[src/rtl/sevenseg_scan_driver.sv]
// N-digit multiplexed hex seven-segment driver with a loadable, auto-incrementing display register.
// seg/dp/an/frame are registered, one clock after digit_idx/disp_reg; there is no backpressure.
module sevenseg_scan_driver #(
  parameter int NUM_DIGITS  = 4,
  parameter int REFRESH_DIV = 1000,
  parameter int STEP_DIV    = 50000000
) (
  input  logic                    clk,
  input  logic                    rst_n,
  input  logic                    load,
  input  logic [4*NUM_DIGITS-1:0] value,
  input  logic [NUM_DIGITS-1:0]   dp_in,
  input  logic                    blank_lz,
  input  logic                    count_en,
  output logic [6:0]              seg,
  output logic                    dp,
  output logic [NUM_DIGITS-1:0]   an,
  output logic                    frame
);

  localparam int DW = 4 * NUM_DIGITS;
  localparam int RW = $clog2(REFRESH_DIV);
  localparam int SW = $clog2(STEP_DIV);
  localparam int IW = (NUM_DIGITS > 1) ? $clog2(NUM_DIGITS) : 1;

  localparam logic [RW-1:0] REFRESH_LAST = RW'(REFRESH_DIV - 1);
  localparam logic [SW-1:0] STEP_LAST    = SW'(STEP_DIV - 1);
  localparam logic [IW-1:0] IDX_LAST     = IW'(NUM_DIGITS - 1);

  logic [RW-1:0]         refresh_cnt_q, refresh_cnt_d;
  logic [SW-1:0]         step_cnt_q, step_cnt_d;
  logic [IW-1:0]         digit_idx_q, digit_idx_d;
  logic [DW-1:0]         disp_reg_q, disp_reg_d;
  logic [6:0]            seg_q, seg_d;
  logic                  dp_q, dp_d;
  logic [NUM_DIGITS-1:0] an_q, an_d;
  logic                  frame_q, frame_d;

  logic [3:0]            cur_nib;
  logic                  cur_blank;
  logic                  zero_run;

  function automatic logic [6:0] hex2seg(input logic [3:0] h);
    logic [6:0] s;
    case (h)
      4'h0:    s = 7'h7E;
      4'h1:    s = 7'h30;
      4'h2:    s = 7'h6D;
      4'h3:    s = 7'h79;
      4'h4:    s = 7'h33;
      4'h5:    s = 7'h5B;
      4'h6:    s = 7'h5F;
      4'h7:    s = 7'h70;
      4'h8:    s = 7'h7F;
      4'h9:    s = 7'h7B;
      4'hA:    s = 7'h77;
      4'hB:    s = 7'h1F;
      4'hC:    s = 7'h4E;
      4'hD:    s = 7'h3D;
      4'hE:    s = 7'h4F;
      default: s = 7'h47;
    endcase
    return s;
  endfunction

  always_comb begin
    refresh_cnt_d = refresh_cnt_q + RW'(1);
    digit_idx_d   = digit_idx_q;
    frame_d       = 1'b0;
    if (refresh_cnt_q == REFRESH_LAST) begin
      refresh_cnt_d = '0;
      if (digit_idx_q == IDX_LAST) begin
        digit_idx_d = '0;
        frame_d     = 1'b1;
      end else begin
        digit_idx_d = digit_idx_q + IW'(1);
      end
    end

    // step_cnt simply holds while count_en is low
    step_cnt_d = step_cnt_q;
    disp_reg_d = disp_reg_q;
    if (count_en) begin
      if (step_cnt_q == STEP_LAST) begin
        step_cnt_d = '0;
        disp_reg_d = disp_reg_q + DW'(1);
      end else begin
        step_cnt_d = step_cnt_q + SW'(1);
      end
    end
    if (load) begin
      disp_reg_d = value;
      step_cnt_d = '0;
    end

    // Walk from the top digit down so zero_run means "this nibble and all above are zero"
    cur_nib   = 4'h0;
    cur_blank = 1'b0;
    zero_run  = 1'b1;
    dp_d      = 1'b0;
    an_d      = '1;
    for (int k = NUM_DIGITS - 1; k >= 0; k--) begin
      zero_run = zero_run & (disp_reg_q[4*k +: 4] == 4'h0);
      if (digit_idx_q == IW'(k)) begin
        cur_nib   = disp_reg_q[4*k +: 4];
        cur_blank = blank_lz & zero_run & (k != 0);
        dp_d      = dp_in[k];
        an_d[k]   = 1'b0;
      end
    end
    seg_d = cur_blank ? 7'h00 : hex2seg(cur_nib);
  end

  always_ff @(posedge clk or negedge rst_n) begin
    if (!rst_n) begin
      refresh_cnt_q <= '0;
      step_cnt_q    <= '0;
      digit_idx_q   <= '0;
      disp_reg_q    <= '0;
      seg_q         <= 7'h00;
      dp_q          <= 1'b0;
      an_q          <= '1;
      frame_q       <= 1'b0;
    end else begin
      refresh_cnt_q <= refresh_cnt_d;
      step_cnt_q    <= step_cnt_d;
      digit_idx_q   <= digit_idx_d;
      disp_reg_q    <= disp_reg_d;
      seg_q         <= seg_d;
      dp_q          <= dp_d;
      an_q          <= an_d;
      frame_q       <= frame_d;
    end
  end

  assign seg   = seg_q;
  assign dp    = dp_q;
  assign an    = an_q;
  assign frame = frame_q;

endmodule
[config.mk]
export PLATFORM = sky130hd
export DESIGN_NAME = sevenseg_scan_driver
export DESIGN_NICKNAME = d
export VERILOG_FILES = /design/src/rtl/sevenseg_scan_driver.sv
export SDC_FILE = /design/constraint.sdc
export NUM_CORES = 1
export LEC_CHECK = 0
export ABC_AREA = 1
export CAP_MARGIN = 25
export CORE_UTILIZATION = 55
export CTS_BUF_LIST = sky130_fd_sc_hd__clkbuf_4
export CTS_CLUSTER_DIAMETER = 200
export DETAILED_ROUTE_END_ITERATION = 8
export PLACE_DENSITY_LB_ADDON = 0.05
export SYNTH_ARGS = -nofsm -noshare
export SYNTH_HDL_FRONTEND = slang
export SYNTH_SLANG_ARGS = --single-unit
[constraint.sdc]
create_clock -name clk -period 4.6 [get_ports clk]
set_input_delay 0.92 -clock clk [delete_from_list [all_inputs] [get_ports clk]]
set_output_delay 0.92 -clock clk [all_outputs]
set_load 0.02 [all_outputs]
### Word-level counts from Yosys, hierarchy flattened

Memories as Yosys holds them, arrays and structs flattened.
Cells that the tools add are included.
W data, S select, Z words.

* register bits after elaboration: 67
* bits in latches: 0
* RAM bits: 0
* ROM bits: 112
* bits of input ports: 25
* output and inout bits: 13
* word-level logic and storage cells: 57
* memories kept: 1

* add/sub/neg operators: 4
* $mul: 0
* divide/modulo/power cells: 0
* magnitude comparators: 0
* eq/ne operators: 5
* shift-type cells: 0
* muxes and demuxes: 27
* bitwise gates (word level): 5
* reductions and logical operators: 7

Memory list
* (no name shown): depth 16, width 7, rd ports 1, clocked after Yosys merged registers in 0, wr ports 0, RTL line 45 `case (h)`

Operators with widths (number)
* $mux W26: 3
* $mux W16: 3
* $add A26 B1 Y26 const B: 1
* $eq A26 B26 Y1 const B: 1
* $add A16 B1 Y16 const B: 1
* $mux W4: 4
* $mux W1: 14
* $logic_not A4 Y1: 3
* $add A10 B1 Y10 const B: 1
* $eq A10 B10 Y1 const B: 1
* $mux W10: 1
* $mux W7: 1
* $and A1 B1 Y1: 5
* $eq A2 B2 Y1 const B: 2
* $reduce_bool A2 Y1: 2
* $add A2 B1 Y2 const B: 1
* $eq A2 B1 Y1 const B: 1
* $logic_not A2 Y1: 1
* $mux W2: 1
* $reduce_and A2 Y1: 1

### Depth between registers and ports, before layout

Gate-level depths: netlist of the first run.

* depth after elaboration: 7
* depth in mapped cells: 14
* mapped depth without buffers: 13

### Worst setup path after synthesis of the first run

No wires, ideal clock.

* kind: flip-flop to flip-flop
* start: register digit_idx_q[1]
* end: register seg_q[5] (netlist: seg[5])
* setup time: 0.123 ns
* arrival: 1.800 ns
* required time: 4.477 ns
* setup slack: 2.677 ns
* cell stages (with the launch flop): 12
* buffers on the path: 1
* period minus slack after synthesis: 1.923 ns
* path through: dfrtp_1 inv_1 ha_1 buf_2 inv_1 nor2_1 nor2_1 a21oi_2 inv_1 ha_1 o21ai_0 a21oi_1

* longest elaborated chain between the ends: 7
* elaborated cells on any way between the ends: 14
* those cells by class: eq/ne (3); mux (9); reduce/logical (1); memory (1)

Ends and longest elaborated chain
* start: declaration: RTL line 32 `logic [IW-1:0] digit_idx_q, digit_idx_d;`
* start signal: assignment: RTL line 127 `digit_idx_q <= digit_idx_d;`
* $eq A2 B2 Y1: RTL line 104 `if (digit_idx_q == IW'(k)) begin`
* $mux W4 (4 in series): RTL line 104
* $mem_v2 Z16 W7
* $mux W7 (*): RTL line 111 `seg_d = cur_blank ? 7'h00 : hex2seg(cur_nib);`
* net seg_d[5]: RTL line 34 `logic [6:0] seg_q, seg_d;`
* end signal: assignment: RTL line 129 `seg_q <= seg_d;`
* end: declaration: RTL line 34

The timed path passes the listed nets; every way through them passes the cells marked *.
A chain may end at the register's enable or synchronous reset.

### Final worst setup path of the first run

* start: register an_q[2] (netlist: an[2])
* end: output an[2]

RTL lines
* start: declaration: RTL line 36 `logic [NUM_DIGITS-1:0] an_q, an_d;`
* start signal: assignment: RTL line 131 `an_q <= an_d;`
* end: declaration: RTL line 17 `output logic [NUM_DIGITS-1:0] an,`

No word-level cell between the ends.

==> summary.md, run 1 <==
| Metric | Value |
|---|---|
| Status | completed |
| CTS tree | yes |
| Initial antenna violation count | 0 |
| Cells after DPL | ~760 |
| PortBufs | 37 |
| Final setup vio count | 0 |
| CTS clk-pin slew, worst paths | about 0.11 ns |
| CTS buffer count | 9 |
| WP data required | 3.68 ns |
| FFs w/ async S/R, synth | 100% |
| CTS Buffer Depth | 2 |
| Post-synth EDFFs | 0 |
| Final Core Density | 64.0% |
| FF-to-FF End | seg[5] |
| Fraction of layout cells with a size suffix above 1 | between 8 and 9% |
| End of the critical path | an[2] |
| Final WL | between 10000 and 15000 µm |
| Setup Skew | 0.0252 ns |
| Die Height | roughly 91 µm |
| Area growth syn-to-layout | 13.4% |
| Critical path depth | 1 |
| FF-to-FF path depth | 10 |
| Worst r2r src | digit_idx_q[1] |
| Rel. slew slack | a little under half |
| Cell area power density | 293 nW/µm² |
| Met2 usage | 44.1% |
| RSZ-0062 raised after global routing | false |
| Leakage | ~2.4 nW |
| Slowest CP cell | clkdlybuf4s50_1 |
| WL/cell | around 13 µm |
| Met3 Track Usage GR | 3.87% |
| Endpoint class of the critical path | output port |
| Aggregate global routing overflow | 0 |
| Row Count | 32 |
| FF+latch count, synth | 67 |
| Synthesized cell area | 4340 µm² |
| Average size of a mapped cell | 6.94 µm² |
| N_diodes | 0 |
| Critical Path Start | an[2] |
| Syn Nets | approximately 660 |
| Via/cell ratio | 5.20 |
| Core ar. | 7690 µm² |
| DR pass1 iterations | 5 |
| Root Buffer | clkbuf_4 |
| Buf/Inv on CP | 1 |
| Max Fanout on Critical Path | 1 |
| Synth Warn # | 0 |
| Max incr delay on CP | 0.61 ns |
| DRC Markers | 0 |
| Period utilization | a little over half |
| DP HPWL | approximately 7500 µm |
| Critical-path cell list | clkdlybuf4s50_1 |
| Met1 Track Usage GR | about a third |
| Sequential-to-total area share from yosys stat | 38.8% |
| Iteration-0 DRC Markers | between 200 and 250 |
| # resized after CTS | 0 |
| Synth Flop Type | dfrtp_1 |
| DP Worst Slack | 1.72 ns |
| Global-route wire length before repair | 17000 µm |
| Vias in the first global route | approximately 3800 |
| Hold slack | ~0.48 ns |
| TritonCTS Sinks | 67 |
| Die area | ~8200 µm² |
| GR peak layer | met2 |
| Critical path arrival | between 1.5 and 2 ns |
| Cell count after synthesis | between 600 and 700 |
| Largest net degree at the start of global routing | 35 |
| Critical Path Start Type | flop |
| Final Critical Period | around 2.5 ns |
| Synth cell types | 37 |
| Total GRT Usage | between 20% and 30% |
| Slew @ Worst Pin | about 0.80 ns |
| H-tree levels | 3 |
| Total number of vias | approximately 4000 |
| WS Path Type | reg -> out |
| Hold Crit Class | reg -> reg |
| Final hold vios | 0 |
| Final nets | 702 |
| I/O pin cnt | 38 |
| Hold buffer count at cts | 0 |
| VDD IR max | ~0.18 mV |
| Total negative slack | 0 ns |
| Clk_lat worst skew | 0.43 ns |
| Placer Congestion | between 0.9 and 1 |
| Post-route insts no fill | just under 800 |
| Max-slew violations | 0 |
| Flop-to-flop setup slack | 2.28 ns |
| Number of routed nets with antenna violations | 0 |
| Setup WS post-layout | around 2.1 ns |
| Delay-heaviest family, CP | buffers and inverters |
| Die X | roughly 90 µm |
| Achievable Freq | approximately 400 MHz |
| MaxCap Viol Count | 0 |
| Setup Fix Bufs, Post-CTS | 0 |
| Initial cell density of the core | 56.4% |
==> cell usage after synthesis, types with 3 or more instances <==
master,instances,area [µm²]
nand2_2,9,56.3
nand4_1,15,93.8
a21oi_1,21,105
nand3_1,40,200
inv_2,3,11.3
nand3_2,3,30.0
ha_1,13,163
nor2_2,6,37.5
dfrtp_1,63,1580
inv_1,73,274
buf_6,4,45.0
xor2_1,6,52.6
o21ai_2,7,61.3
or2_2,5,31.3
o21ai_0,21,105
nor2_1,90,338
mux2i_1,4,40.0
nor3_1,10,50.1
buf_4,3,22.5
dfstp_2,4,105
buf_2,3,15.0
xnor2_1,3,26.3
nand2_1,202,758
==> cell usage in the layout (no fill, tap or decap), types with 9 or more instances in the layout <==
cell type	n
inv_1	73
o21ai_0	21
clkdlybuf4s50_1	36
nand2_1	202
ha_1	13
nand4_1	15
nor2_1	90
nand3_1	40
clkbuf_4	9
nor3_1	10
a21oi_1	21
nand2_2	9
dfrtp_1	63
==> cell type report <==
type	count	area, µm²
clock buffer	9	67.6
clock inverter	7	91.3
fill	702	2770
inverter	77	292
multi-input combinational	470	2280
sequential	67	1680
tap	102	128
timing repair buffer	39	380
==> kinds of logic (layout without fill, tap and decap cells) <==
kind of cell | count (synthesis) | count (layout) | share of synthesized area (%)
multiplexers | 4 | 4 | 0.923
adder cells (fa/ha/maj) | 13 | 13 | 3.75
AO/OA/AOI/OAI | 57 | 57 | 7.87
AND/OR/NAND/NOR | 387 | 387 | 38.2
XOR/XNOR | 9 | 9 | 1.82
flip-flops | 67 | 67 | 38.8
buffers and inverters | 88 | 132 | 8.71
==> through the flow <==
stage                     area [µm²]  power (mW)
after floorplan                 4340       0.887
after global placement          4760        1.00
after detailed placement        4760        1.01
after CTS                       4920        1.45
after global routing            4920        1.52
final                           4920        1.44
==> where the power goes <==
part           internal [mW]  switching [mW]
registers              0.635          0.0502
logic                  0.129           0.181
clock network          0.218           0.226
==> layer usage <==
layer  part of all wire [%]  routed length, µm
met1                     45               4490
met2                     48               4860
met3                    4.6                466
met4                    2.7                274
met5                      0                  0
==> worst min-delay path by stage <==
stage | startpoint | to | depth (start not counted)
after floorplan | refresh_cnt_q[0] | refresh_cnt_q[0] | 1
after global placement | refresh_cnt_q[0] | refresh_cnt_q[0] | 1
after detailed placement | refresh_cnt_q[0] | refresh_cnt_q[0] | 1
after CTS | refresh_cnt_q[0] | refresh_cnt_q[0] | 1
after global routing | refresh_cnt_q[0] | refresh_cnt_q[0] | 1
final | refresh_cnt_q[0] | refresh_cnt_q[0] | 1
==> sequential cells by signal, indices dropped and copies added (netlist names) <==
| register | count |
|---|---|
| step_cnt_q | 26 |
| dp | 1 |
| digit_idx_q | 2 |
| disp_reg_q | 16 |
| an | 4 |
| frame | 1 |
| seg | 7 |
| refresh_cnt_q | 10 |
Note: power is estimated with default switching activity, not from simulation.
==> run 2, diff against run 1 <==
Clock period 4.6 ns to 2.4 ns, I/O delays scaled along.
==> run 2 against run 1 <==
Against the previous run: worst setup slack got worse by 1.9 ns; combinational power increased by 95%; design area increased by 0.66%; sequential cell count unchanged; core utilization increased by 0.42 points; sequential power increased by 91%; critical path depth increased by 9.
==> summary.md, run 2 (same netlist as run 1, synthesis figures left out) <==
| Metric | Value |
|---|---|
| Vias in the first global route | approximately 3900 |
| H-tree levels | 3 |
| PortBufs | 37 |
| Critical Path Start Type | flop |
| Leading cell type in the layout, fill and taps excluded | nand2_1 |
| Sw power | ~0.84 mW |
| I/O pin cnt | 38 |
| Most frequent cells in the layout | nand2_1 (202), nor2_1 (90), inv_1 (73) |
| Initial antenna violation count | 0 |
| WP data required | around 2.7 ns |
| Period utilization | 88.3% |
| Final setup vio count | 0 |
| Net Sw Frac | between 30% and 40% |
| Via/cell ratio | 5.29 |
| Total GRT Usage | 27.0% |
| Final Core Density | around 64% |
| Leakage | ~2.4 nW |
| CTS clk-pin slew, worst paths | 0.11 ns |
| WS Path Type | reg -> reg |
| Rel. slew slack | about two thirds |
| WL/cell | between 10 and 15 µm |
| Final WL | roughly 10000 µm |
| Initial cell density of the core | ~56% |
| Total negative slack | 0 ns |
| CTS tree | yes |
| Row Count | 32 |
| # resized after CTS | 0 |
| Setup Skew | about 0.019 ns |
| Core ar. | between 7000 and 8000 µm² |
| Critical-path cell list | inv_1 > ha_2 > inv_1 > nor2_1 > nor2_1 > a21oi_4 > inv_1 > ha_1 > o21ai_0 > a21oi_1 |
| Most used cell, CP | inv_1 |
| Max-slew violations | 0 |
| Final nets | between 700 and 800 |
| Number of routed nets with antenna violations | 0 |
| Root Buffer | clkbuf_4 |
| Clock power share | 27.4% |
| Slowest CP cell | dfrtp_1 |
| Fill count | ~720 |
| Clk_lat worst skew | about 0.42 ns |
| Largest net degree at the start of global routing | 68 |
| Slew @ Worst Pin | between 0.4 and 0.5 ns |
| Achievable Freq | ~470 MHz |
| Pint | about 1.8 mW |
| Endpoint class of the critical path | flop |
| Delay-heaviest family, CP | adder cells |
| Comb pwr share | ~23% |
| Reg area | approximately 1700 µm² |
| VDD IR max | between 0.3 and 0.4 mV |
| Setup Fix Bufs, Post-CTS | 0 |
| Max Fanout on Critical Path | 8 |
| DR pass1 iterations | 5 |
| CTS Buffer Depth | 2 |
| Max incr delay on CP | approximately 0.41 ns |
| Largest register FFs | 26 |
| Global-route wire length before repair | roughly 18000 µm |
| Hold buffer count at cts | 0 |
| DRC Markers | 0 |
| Buf/Inv on CP | 3 |
| Placer Congestion | about 0.89 |
| Critical path arrival | about 2.4 ns |
| Die area | between 8000 and 9000 µm² |
| Final Critical Period | 2.12 ns |
| DP HPWL | between 7000 and 8000 µm |
| Area of the multi-input gates | ~2300 µm² |
| RSZ-0062 raised after global routing | false |
| Hold Crit Class | in -> async |
| Total number of vias | 4106 |
| MaxCap Viol Count | 0 |
| Largest registers | step_cnt_q x26, disp_reg_q x16, refresh_cnt_q x10 |
| Area growth syn-to-layout | 14.1% |
| N_diodes | 0 |
| CTS buffer count | 9 |
| Die Height | about 91 µm |
| Seq pwr share | between 40% and 50% |
| Final hold vios | 0 |
| Cell area power density | roughly 530 nW/µm² |
| TritonCTS Sinks | 67 |
| Largest Register | step_cnt_q |
| Aggregate global routing overflow | 0 |
| Status | completed |
| Fraction of layout cells with a size suffix above 1 | just under 10% |
| Iteration-0 DRC Markers | 224 |
| Die X | just over 90 µm |
==> run 2: worst paths after layout <==
check / startpoint / endpoint / slack (ns) / depth (start not counted)
setup / recovery: digit_idx_q[1] / seg[5] / 0.28 / 10
hold / removal: rst_n / step_cnt_q[10] / 0.06 / 2
setup reg to reg: digit_idx_q[1] / seg[5] / 0.28 / 10
hold reg to reg: refresh_cnt_q[0] / refresh_cnt_q[0] / 0.46 / 1
max in group asynchronous: rst_n / an[0] / 1.99 / 2
min in group clk: refresh_cnt_q[0] / refresh_cnt_q[0] / 0.46 / 1
==> run 2: metrics by stage <==
stage	instances	setup slack, ns	hold WS, ns	area (µm²)	power (mW)
floorplan	625	0.477	0.184	4340	1.70
global route	776	0.0247	0.0802	4950	2.80
detailed placement	760	0.177	0.454	4810	1.94
CTS	776	0.140	0.0696	4940	2.67
global placement	760	0.248	0.445	4810	1.93
finish	776	0.280	0.0566	4950	2.64
==> run 2: layout make-up <==
type / count / area share, %
sequential: 67 / 34.0
inverter: 77 / 5.89
timing repair buffer: 44 / 8.69
tap: 102 / 2.58
multi-input combinational: 470 / 46.3
clock buffer: 11 / 1.67
clock inverter: 5 / 0.935
==> run 2: per-layer routing <==
layer	vias to the layer above	GRT usage, %	wire length (µm)
li1	2065	-	-
met4	0	13.6	384
met1	1897	31.8	4310
met3	30	4.63	467
met2	114	47.2	5080
met5	-	0	0
==> run 2: worst reg2reg max path, delay by kind of cell, from the launching register on <==
kind | cells | cell delay (ns)
AND/OR/NAND/NOR | 2 | 0.21
buffers and inverters | 3 | 0.32
flip-flops | 1 | 0.41
adder cells (fa/ha/maj) | 2 | 0.58
AO/OA/AOI/OAI | 3 | 0.50
==> run 2: power by group through the flow <==
stage	combinational [mW]	sequential, mW	clock (mW)
2_1_floorplan	0.339	1.36	0
3_3_place_gp	0.597	1.33	0
3_5_place_dp	0.607	1.33	0
4_1_cts	0.609	1.31	0.751
5_1_grt	0.683	1.33	0.796
6_report	0.606	1.31	0.723
